===== src/rtl/ctrl_pkg.sv =====
// ctrl_pkg: shared FSM states, opcodes, ALU/operand-B encodings and the control bundle
package ctrl_pkg;
  typedef enum logic [3:0] {
    S_IDLE, S_FETCH, S_DECODE, S_EXEC, S_ADDR, S_MEM_RD, S_MEM_WR, S_WB, S_BRANCH, S_JUMP, S_HALT
  } state_t;
  localparam logic [3:0] OP_RTYPE = 4'h0;
  localparam logic [3:0] OP_ADDI  = 4'h1;
  localparam logic [3:0] OP_ORI   = 4'h2;
  localparam logic [3:0] OP_LW    = 4'h4;
  localparam logic [3:0] OP_SW    = 4'h5;
  localparam logic [3:0] OP_BEQ   = 4'h8;
  localparam logic [3:0] OP_BNE   = 4'h9;
  localparam logic [3:0] OP_JMP   = 4'hA;
  localparam logic [1:0] ALU_ADD = 2'b00;
  localparam logic [1:0] ALU_SUB = 2'b01;
  localparam logic [1:0] ALU_OR  = 2'b11;
  localparam logic [2:0] SRCB_TWO  = 3'b000;
  localparam logic [2:0] SRCB_REG  = 3'b001;
  localparam logic [2:0] SRCB_IMM  = 3'b010;
  localparam logic [2:0] SRCB_ZIMM = 3'b011;
  localparam logic [2:0] SRCB_JMP  = 3'b101;
  typedef struct packed {
    logic       pc_wr;
    logic [1:0] regA;
    logic       regB;
    logic       reg_dst;
    logic       read3;
    logic       reg_wr;
    logic       alu_srcA;
    logic [2:0] alu_srcB;
    logic [1:0] alu_op;
    logic       output_cont;
    logic       pc_src;
    logic       mem_to_reg;
    logic       eqb;
    logic       memr;
    logic       memw;
    logic       halted;
    logic       illegal;
  } ctrl_t;
  function automatic logic op_known(input logic [3:0] op);
    return op inside {OP_RTYPE, OP_ADDI, OP_ORI, OP_LW, OP_SW, OP_BEQ, OP_BNE, OP_JMP};
  endfunction
endpackage


===== src/rtl/ctrl_decode.sv =====
// ctrl_decode: per-state datapath control decode (i_state, i_op, i_fn in; o_ctrl bundle out)
module ctrl_decode
  import ctrl_pkg::*;
#(
  parameter logic [3:0] HALT_OP = 4'hF
) (
  input  state_t     i_state,
  input  logic [3:0] i_op,
  input  logic [3:0] i_fn,
  output ctrl_t      o_ctrl
);
  logic w_unused;
  assign w_unused = i_fn[2];
  always_comb begin
    o_ctrl = '0;
    case (i_state)
      S_FETCH: o_ctrl.pc_wr = 1'b1;
      S_DECODE: begin
        o_ctrl.regA  = (i_op == OP_LW || i_op == OP_SW) ? 2'b10 : (i_op == OP_ADDI || i_op == OP_ORI) ? 2'b01 : 2'b00;
        o_ctrl.regB  = i_op == OP_SW;
        o_ctrl.read3 = i_op == OP_BEQ || i_op == OP_BNE;
      end
      S_EXEC: begin
        o_ctrl.alu_srcA    = 1'b1;
        o_ctrl.alu_srcB    = i_op == OP_ADDI ? SRCB_IMM : i_op == OP_ORI ? SRCB_ZIMM : SRCB_REG;
        o_ctrl.alu_op      = i_op == OP_ORI ? ALU_OR : (i_op == OP_RTYPE && !i_fn[3]) ? i_fn[1:0] : ALU_ADD;
        o_ctrl.output_cont = i_op == OP_RTYPE && i_fn[3];
      end
      S_ADDR: begin
        o_ctrl.alu_srcA = 1'b1;
        o_ctrl.alu_srcB = SRCB_IMM;
      end
      S_MEM_RD: o_ctrl.memr = 1'b1;
      S_MEM_WR: o_ctrl.memw = 1'b1;
      S_WB: begin
        o_ctrl.reg_wr     = 1'b1;
        o_ctrl.mem_to_reg = i_op == OP_LW;
        o_ctrl.reg_dst    = i_op == OP_LW;
      end
      S_BRANCH: begin
        o_ctrl.alu_srcA = 1'b1;
        o_ctrl.alu_srcB = SRCB_REG;
        o_ctrl.alu_op   = ALU_SUB;
        o_ctrl.pc_src   = 1'b1;
        o_ctrl.eqb      = i_op == OP_BNE;
      end
      S_JUMP: begin
        o_ctrl.pc_wr    = 1'b1;
        o_ctrl.alu_srcB = SRCB_JMP;
      end
      S_HALT: begin
        o_ctrl.halted  = 1'b1;
        o_ctrl.illegal = i_op != HALT_OP && !op_known(i_op);
      end
      default: ;
    endcase
  end
endmodule


===== src/rtl/control_unit.sv =====
// control_unit: multicycle CPU control FSM (clk, rst_n, start, ir in; datapath controls, halted/illegal, instr_cnt out)
module control_unit
  import ctrl_pkg::*;
#(
  parameter logic [3:0] HALT_OP = 4'hF
) (
  input  logic        clk,
  input  logic        rst_n,
  input  logic        start,
  input  logic [15:0] ir,
  output logic        pc_wr,
  output logic        regB,
  output logic        reg_dst,
  output logic        read3,
  output logic        reg_wr,
  output logic        alu_srcA,
  output logic        output_cont,
  output logic        pc_src,
  output logic        mem_to_reg,
  output logic        eqb,
  output logic        instr_wr,
  output logic        memr,
  output logic        memw,
  output logic [1:0]  regA,
  output logic [1:0]  alu_op,
  output logic [2:0]  alu_srcB,
  output logic        halted,
  output logic        illegal,
  output logic [15:0] instr_cnt
);
  state_t      r_state, w_next;
  logic [3:0]  r_op_q, r_fn_q, w_op, w_fn;
  logic [15:0] r_instr_cnt;
  logic        w_last, w_unused;
  ctrl_t       w_ctrl;
  // DECODE sees the live instruction; later states use the copy latched at DECODE's closing edge
  assign w_op     = r_state == S_DECODE ? ir[15:12] : r_op_q;
  assign w_fn     = r_state == S_DECODE ? ir[3:0] : r_fn_q;
  assign w_last   = r_state inside {S_MEM_WR, S_WB, S_BRANCH, S_JUMP};
  assign w_unused = ^ir[11:4];
  always_comb begin
    w_next = r_state;
    case (r_state)
      S_IDLE:   w_next = start ? S_FETCH : S_IDLE;
      S_FETCH:  w_next = S_DECODE;
      S_DECODE: w_next = (w_op == HALT_OP || !op_known(w_op)) ? S_HALT :
                         (w_op inside {OP_RTYPE, OP_ADDI, OP_ORI}) ? S_EXEC :
                         (w_op inside {OP_LW, OP_SW}) ? S_ADDR :
                         w_op == OP_JMP ? S_JUMP : S_BRANCH;
      S_EXEC:   w_next = S_WB;
      S_ADDR:   w_next = w_op == OP_LW ? S_MEM_RD : S_MEM_WR;
      S_MEM_RD: w_next = S_WB;
      S_MEM_WR, S_WB, S_BRANCH, S_JUMP: w_next = S_FETCH;
      default: ;
    endcase
  end
  always_ff @(posedge clk or negedge rst_n) begin
    if (!rst_n) begin
      r_state     <= S_IDLE;
      r_op_q      <= '0;
      r_fn_q      <= '0;
      r_instr_cnt <= '0;
    end else begin
      r_state <= w_next;
      if (r_state == S_DECODE) begin
        r_op_q <= ir[15:12];
        r_fn_q <= ir[3:0];
      end
      if (w_last) r_instr_cnt <= r_instr_cnt + 16'd1;
    end
  end
  ctrl_decode #(.HALT_OP(HALT_OP)) u_dec (
    .i_state(r_state),
    .i_op   (w_op),
    .i_fn   (w_fn),
    .o_ctrl (w_ctrl)
  );
  assign pc_wr       = w_ctrl.pc_wr;
  assign regA        = w_ctrl.regA;
  assign regB        = w_ctrl.regB;
  assign reg_dst     = w_ctrl.reg_dst;
  assign read3       = w_ctrl.read3;
  assign reg_wr      = w_ctrl.reg_wr;
  assign alu_srcA    = w_ctrl.alu_srcA;
  assign alu_srcB    = w_ctrl.alu_srcB;
  assign alu_op      = w_ctrl.alu_op;
  assign output_cont = w_ctrl.output_cont;
  assign pc_src      = w_ctrl.pc_src;
  assign mem_to_reg  = w_ctrl.mem_to_reg;
  assign eqb         = w_ctrl.eqb;
  assign memr        = w_ctrl.memr;
  assign memw        = w_ctrl.memw;
  assign halted      = w_ctrl.halted;
  assign illegal     = w_ctrl.illegal;
  assign instr_wr    = 1'b0;
  assign instr_cnt   = r_instr_cnt;
endmodule


===== config.mk =====
export PLATFORM = sky130hd
export DESIGN_NAME = control_unit
export DESIGN_NICKNAME = d
export VERILOG_FILES = /design/src/rtl/ctrl_pkg.sv /design/src/rtl/ctrl_decode.sv /design/src/rtl/control_unit.sv
export SDC_FILE = /design/constraint.sdc
export NUM_CORES = 1
export LEC_CHECK = 0
export BUFFER_PORTS_ARGS = -buffer_cell sky130_fd_sc_hd__buf_2
export CORE_MARGIN = 10
export CORE_UTILIZATION = 35
export CTS_BUF_LIST = sky130_fd_sc_hd__clkbuf_8
export DETAILED_ROUTE_END_ITERATION = 8
export HOLD_SLACK_MARGIN = 0.06
export PLACE_DENSITY = 0.67
export SYNTH_ARGS = -nofsm -noshare
export SYNTH_HDL_FRONTEND = slang
export SYNTH_SLANG_ARGS = --single-unit

===== constraint.sdc =====
create_clock -name clk -period 2.7 [get_ports clk]
set_clock_uncertainty 0.1 [all_clocks]
set_input_delay 0.54 -clock clk [delete_from_list [all_inputs] [get_ports clk]]
set_output_delay 0.54 -clock clk [all_outputs]
set_load 0.02 [all_outputs]

==> results.cfg, run 1 <==
[pwr]
ir_worst_vdd_v = 0.000164
p_total_w = 0.000655
comb_power_share_pct = 4.1
p_seq_share_pct = 61.7
p_int_w = 0.000514
swShare_pct = 21.5
leakage_nw = 0.981
p_clk_share_pct = 34.2
p_sw_w = 0.000141
power_density_mw_per_mm2 = 329

[die]
io-pin-count = 57
core-area_mm2 = 0.00447
die_w_um = 88.7
die-area_mm2 = 0.00787
die_height_um = 88.7
start_util_pct = 36.9
rows = 24

[yosys]
syn_nets = 210
synth-seq-cells = 27
synth-main-ff-cell = dfrtp_1
synth_edf_count = 0
syn-instance-count = 190
async_flop_share_pct = 100
ys_seq_area_share_pct = 40.9
synth_mux_area_share_pct = 3.18
yosysWarningCount = 0
synth-xor-area-share_pct = 9.01
netlist_area_mm2 = 0.00165
synth_top_family_by_area = simple AND/OR/NAND/NOR gates
yosys.area.top_type = dfrtp_1
synthDistinctLibCells = 47
synth_compound_area_share_pct = 12.6
synth.avg_cell_area_um2 = 8.70
synth.area.top_cells = dfrtp_1 (41%), xnor2_1 (7.4%), nand2_1 (6.4%)
synth_fa_ha_area_share_pct = 0.757
synth_top_area_share_pct = 40.9
synthSimpleGateAreaFrac_pct = 27.6

[cts]
clk_latency_ns = 0.27
clk_path_buf_depth = 2
clock_sinks = 27
cts-hold-fix-buffers = 0
clockRootBuffer = clkbuf_8
cts_tree = yes
ctsResizeCount = 1
htree_levels = 1
clkTransAtPathRegs_ns = 0.09
numCtsBuffers = 3
cts_setup_buffers = 0

[global_route]
grt_pass1_vias = 1396
grt_use_total_pct = 10.3
overflow = 0
grt_pass1_wl_um = 6550
grt_max_degree = 28
antenna_found_initial = 0

[routing]
ant_nets = 0
viasPerCell = 5.09
wl_per_cell_um = 13.6
drt_first_iter_violations = 59
route.detailed.drc = 0
dr.pass1.iters = 4
vias = 1460
routed_wl_um = 3910

[critical_path]
cp.arrival_ns = 1.99
endpoint = eqb
cp_common_cell = nand2_1
worstPathMaxFanout = 5
worstReg2RegStart = r_state[1]
worst-r2r-setup-slack_ns = 0.69
crit_type = reg2out
critPathMaxStageDelay_ns = 0.59
worst-endpoint-required_ns = 2.06
cpMaxStageDelayCell = or4b_4
crit_start = r_state[0]
cp_cell_sequence = or4b_4 > nand2_1 > nand2_1 > nor4b_1 > buf_2
cp-end-kind = output pin
critPathLaunchType = flip-flop
r2r-end = instr_cnt[7]
reg2regPathDepth = 5

[sta]
final.period_utilization_pct = 97.4
hold_viol_final = 0
fmax_ghz = 0.380
setup_viol = 0
maxSlewViolCount = 0
rsz0062_at_grt = yes
holdWs_ns = 0.157
min_period_ns = 2.63
slew_headroom_pct = 61.2
tightest_slew_ns = 0.582

[flow_run]
cap_violations = 0

[placement]
gp_congestion = 0.853
dpl_cell_area_mm2 = 0.00194
portBuffers = 46
place_hpwl_um = 3090

[worst_hold_path]
min_path_type = in2async

[cells_and_area]
nNetsFinal = 256
syn_to_final_growth_pct = 20.5
layout-drive-gt1-share_pct = 27.7
diodes = 0
design_area_mm2 = 0.00199

[outcome]
status = complete, no violations
-- cell families (layout without fill, tap and decap cells) --
group,Yosys count,count (layout)
muxes,5,5
buffers and inverters,21,66
xor gates and xnor gates,17,17
adders and majority gates,1,1
other,1,1
and+or+nand+nor,88,88
AOI/OAI and AO/OA,30,30
DFF,27,27
-- cell usage after synthesis, drive strengths merged (2+ instances only) --
cell type	number
nand2	28
dfrtp	27
nor2	15
xnor2	14
nand3	9
a21oi	8
buf	8
inv	8
nor3	7
clkbuf	5
nand2b	5
and3	4
o21ai	4
and2	3
mux2i	3
nand4	3
o21a	3
xor2	3
a211oi	2
a31oi	2
and4	2
mux2	2
nor2b	2
nor3b	2
nor4b	2
o211ai	2
or4b	2
-- placed cells by master (no fill, tap or decap), types with 2 or more instances in the layout --
| cell type | Yosys | routed |
|---|---|---|
| and2_1 | 3 | 3 |
| xor2_1 | 3 | 3 |
| mux2i_1 | 3 | 3 |
| clkbuf_8 | 0 | 3 |
| and3_1 | 4 | 4 |
| a21oi_1 | 8 | 8 |
| inv_1 | 8 | 9 |
| buf_4 | 3 | 8 |
| buf_2 | 4 | 46 |
| xnor2_1 | 14 | 14 |
| o21ai_0 | 4 | 4 |
| mux2_2 | 2 | 2 |
| nand2b_1 | 5 | 5 |
| o21a_1 | 3 | 3 |
| nor3_1 | 7 | 7 |
| nor2b_1 | 2 | 2 |
| nand3_1 | 9 | 9 |
| o211ai_1 | 2 | 2 |
| nor3b_1 | 2 | 2 |
| and4_1 | 2 | 2 |
| a31oi_1 | 2 | 2 |
| nor2_1 | 15 | 15 |
| nand2_1 | 28 | 28 |
| nand4_1 | 3 | 3 |
| dfrtp_1 | 27 | 27 |
-- layout make-up --
cell class                 count  area (um2)
clock buffer                   3        41.3
clock inverter                 1        3.75
fill                         446        2480
inverter                       8        30.0
multi-input combinational    142         886
sequential                    27         676
tap                           52        65.1
timing repair buffer          54         290
-- worst max-delay path: cells and delay by family (launching register included) --
family                 cells  cell delay, ns
buffers and inverters      1            0.23
AND/OR/NAND/NOR            4            1.07
flip-flops                 1            0.41
-- through the flow --
| step | util [%] | TNS, ns | worst slack, ns | cells |
|---|---|---|---|---|
| after global routing | 44.5 | -0.0968 | -0.0606 | 287 |
| final | 44.5 | 0 | 0.0702 | 287 |
| after detailed placement | 43.4 | 0 | 0.274 | 283 |
| after CTS | 44.5 | 0 | 0.0542 | 287 |
| after floorplan | - | 0 | 0.0955 | 190 |
| after global placement | 43.4 | 0 | 0.250 | 283 |
-- worst min path at each step --
stage	from	end	slack, ns	depth (start not counted)
final	rst_n	instr_cnt[7]	0.16	1
after global routing	rst_n	instr_cnt[7]	0.19	1
after CTS	rst_n	instr_cnt[7]	0.19	1
after detailed placement	instr_cnt[15]	instr_cnt[15]	0.36	1
after global placement	instr_cnt[15]	instr_cnt[15]	0.36	1
after floorplan	rst_n	instr_cnt[0]	0.14	0
-- sequential cells by signal, summed over array words and instances (netlist names) --
signal     cells
instr_cnt     16
r_op_q         4
r_state        4
r_fn_q         3
-- per-layer routing --
layer	track usage [%]	vias to the layer above	share of wire, %
met2	16.0	38	44
met3	3.86	4	8.1
li1	-	743	-
met4	3.08	0	0.87
met5	0	-	0
met1	12.9	675	47
-- power by group through the flow --
stage	logic [W]	registers, W	clock network, W
floorplan	0.0000123	0.000412	0
global placement	0.0000274	0.000412	0
detailed placement	0.0000277	0.000412	0
CTS	0.0000278	0.000404	0.000230
global route	0.0000308	0.000404	0.000253
finish	0.0000269	0.000404	0.000224
(Power assumes the default switching activity.)
==> run 2, diff against run 1 <==
- ABC_AREA: not set -> 0
- GPL_TIMING_DRIVEN: not set -> 0
==> run 2 against run 1 <==
- the flow now finishes with violations (negative setup slack)
- highest routed layer unchanged
- final cell count grew 2.4%
- global-route usage grew 1.1 points
- total power grew 2.9%
- flip-flop and latch count is the same
- die area is the same
- worst hold slack lost 0.0049 ns
- combinational power grew 6%
==> results.cfg, run 2 (synthesized netlist as in run 1, its figures left out) <==
[pwr]
p_clk_share_pct = 35.8
p_sw_w = 0.000156
p_total_w = 0.000674
leakage_nw = 1.00
p_seq_share_pct = 60.0
ir_worst_vdd_v = 0.000172
power_density_mw_per_mm2 = 320
comb_power_share_pct = 4.2
p_int_w = 0.000518
swShare_pct = 23.2

[critical_path]
worstPathMaxFanout = 6
cp_cell_sequence = or4b_1 > buf_6 > mux2i_4 > o2111ai_2 > a21oi_2 > buf_6
cp-end-kind = output pin
critPathLaunchType = flip-flop
critPathTopFamily = simple AND/OR/NAND/NOR gates
crit_type = reg2out
cp_common_cell = buf_6
cp.arrival_ns = 2.08
critPathMaxStageDelay_ns = 0.54
path_buf_inv = 2
worst-endpoint-required_ns = 2.06
cpMaxStageDelayCell = or4b_1

[routing]
viasPerCell = 5.18
ant_nets = 0
wl_per_cell_um = 14.4
routed_wl_um = 4240
vias = 1523
dr.pass1.iters = 4
drt_first_iter_violations = 43
route.detailed.drc = 0

[cells_and_area]
diodes = 0
layout-drive-gt1-share_pct = 32.2
nNetsFinal = 263
final_cells = 294
largest_reg_flops = 16
final_common_cell = buf_2
layout_common_cells = buf_2 (42), nand2_1 (28), dfrtp_1 (25), nor2_1 (15), xnor2_1 (14)
syn_to_final_growth_pct = 27.6
fillers = 451

[sta]
holdWs_ns = 0.152
tightest_slew_ns = 0.595
maxSlewViolCount = 0
rsz0062_at_grt = yes
setup_slack_ns = -0.0154
setup_viol = 1
final.period_utilization_pct = 101
hold_viol_final = 0
slew_headroom_pct = 60.3
fmax_ghz = 0.368
min_period_ns = 2.72

[cts]
clkTransAtPathRegs_ns = 0.10
cts-hold-fix-buffers = 0
clock_sinks = 27
htree_levels = 1
clk_latency_ns = 0.28
cts_tree = yes
numCtsBuffers = 3
clk_path_buf_depth = 2
clockRootBuffer = clkbuf_8

[die]
start_util_pct = 36.9
io-pin-count = 57
die-area_mm2 = 0.00787
die_height_um = 88.7
core-area_mm2 = 0.00447
rows = 24
die_w_um = 88.7

[global_route]
overflow = 0
grt_use_total_pct = 11.3
grt_pass1_vias = 1577
grt_max_degree = 28
antenna_found_initial = 0
grt_pass1_wl_um = 7250

[outcome]
status = finished, violations left
violations = negative setup slack

[placement]
gp_congestion = 0.856
placed_cells = 285
place_hpwl_um = 3140
place_ws_ns = 0.183
portBuffers = 43

[worst_hold_path]
min_path_type = in2async

[flow_run]
cap_violations = 0
==> run 2: path summary, 6_finish.rpt <==
path | start | endpoint | slack (ns) | cells after the start
worst max-delay path | r_state[3] | alu_srcB[0] | -0.02 | 6
worst min-delay path | rst_n | instr_cnt[6] | 0.15 | 1
worst max register to register | r_state[1] | instr_cnt[7] | 0.77 | 5
worst min register to register | instr_cnt[15] | instr_cnt[15] | 0.37 | 1
max in group asynchronous | rst_n | r_state[0] | 1.92 | 1
min in group clk | ir[0] | r_fn_q[0] | 0.35 | 3
==> run 2: power by group through the flow <==
stage / registers, W / logic (W) / clock network [W]
floorplan: 0.000412 / 0.0000123 / 0
global placement: 0.000412 / 0.0000282 / 0
detailed placement: 0.000412 / 0.0000283 / 0
CTS: 0.000404 / 0.0000288 / 0.000250
global route: 0.000404 / 0.0000327 / 0.000270
finish: 0.000404 / 0.0000286 / 0.000241
==> run 2: per-stage QoR <==
stage / setup TNS, ns / utilization, % / area [um2]
floorplan: 0 / - / 1650
global placement: 0 / 43.2 / 1930
detailed placement: 0 / 43.2 / 1930
CTS: -0.00832 / 45.5 / 2030
global route: -0.174 / 47.1 / 2110
finish: -0.0154 / 47.1 / 2110
==> run 2: layout make-up <==
cell class                 instances  area [um2]  share of cell area (%)
clock inverter                     1        7.51                   0.356
buffer                            13        80.1                    3.80
tap                               52        65.1                    3.09
sequential                        27         678                    32.2
inverter                           8        30.0                    1.42
multi-input combinational        142         938                    44.5
clock buffer                       3        41.3                    1.96
timing repair buffer              48         268                    12.7
==> run 2: repair_timing <==
item	4_1_cts	5_1_grt
pin swaps	1	3
setup endpoints to repair	4	8
endpoints found under the hold margin	0	0
buffers inserted	3	2
gates resized for setup	7	18
==> run 2: metal layers <==
metal / vias to the layer above / global-route usage, % / routed length [um]
met2: 43 / 19.2 / 1920
met4: 0 / 3.67 / 80
li1: 758 / - / -
met3: 11 / 4.78 / 331
met5: - / 0 / 0
met1: 711 / 12.5 / 1910
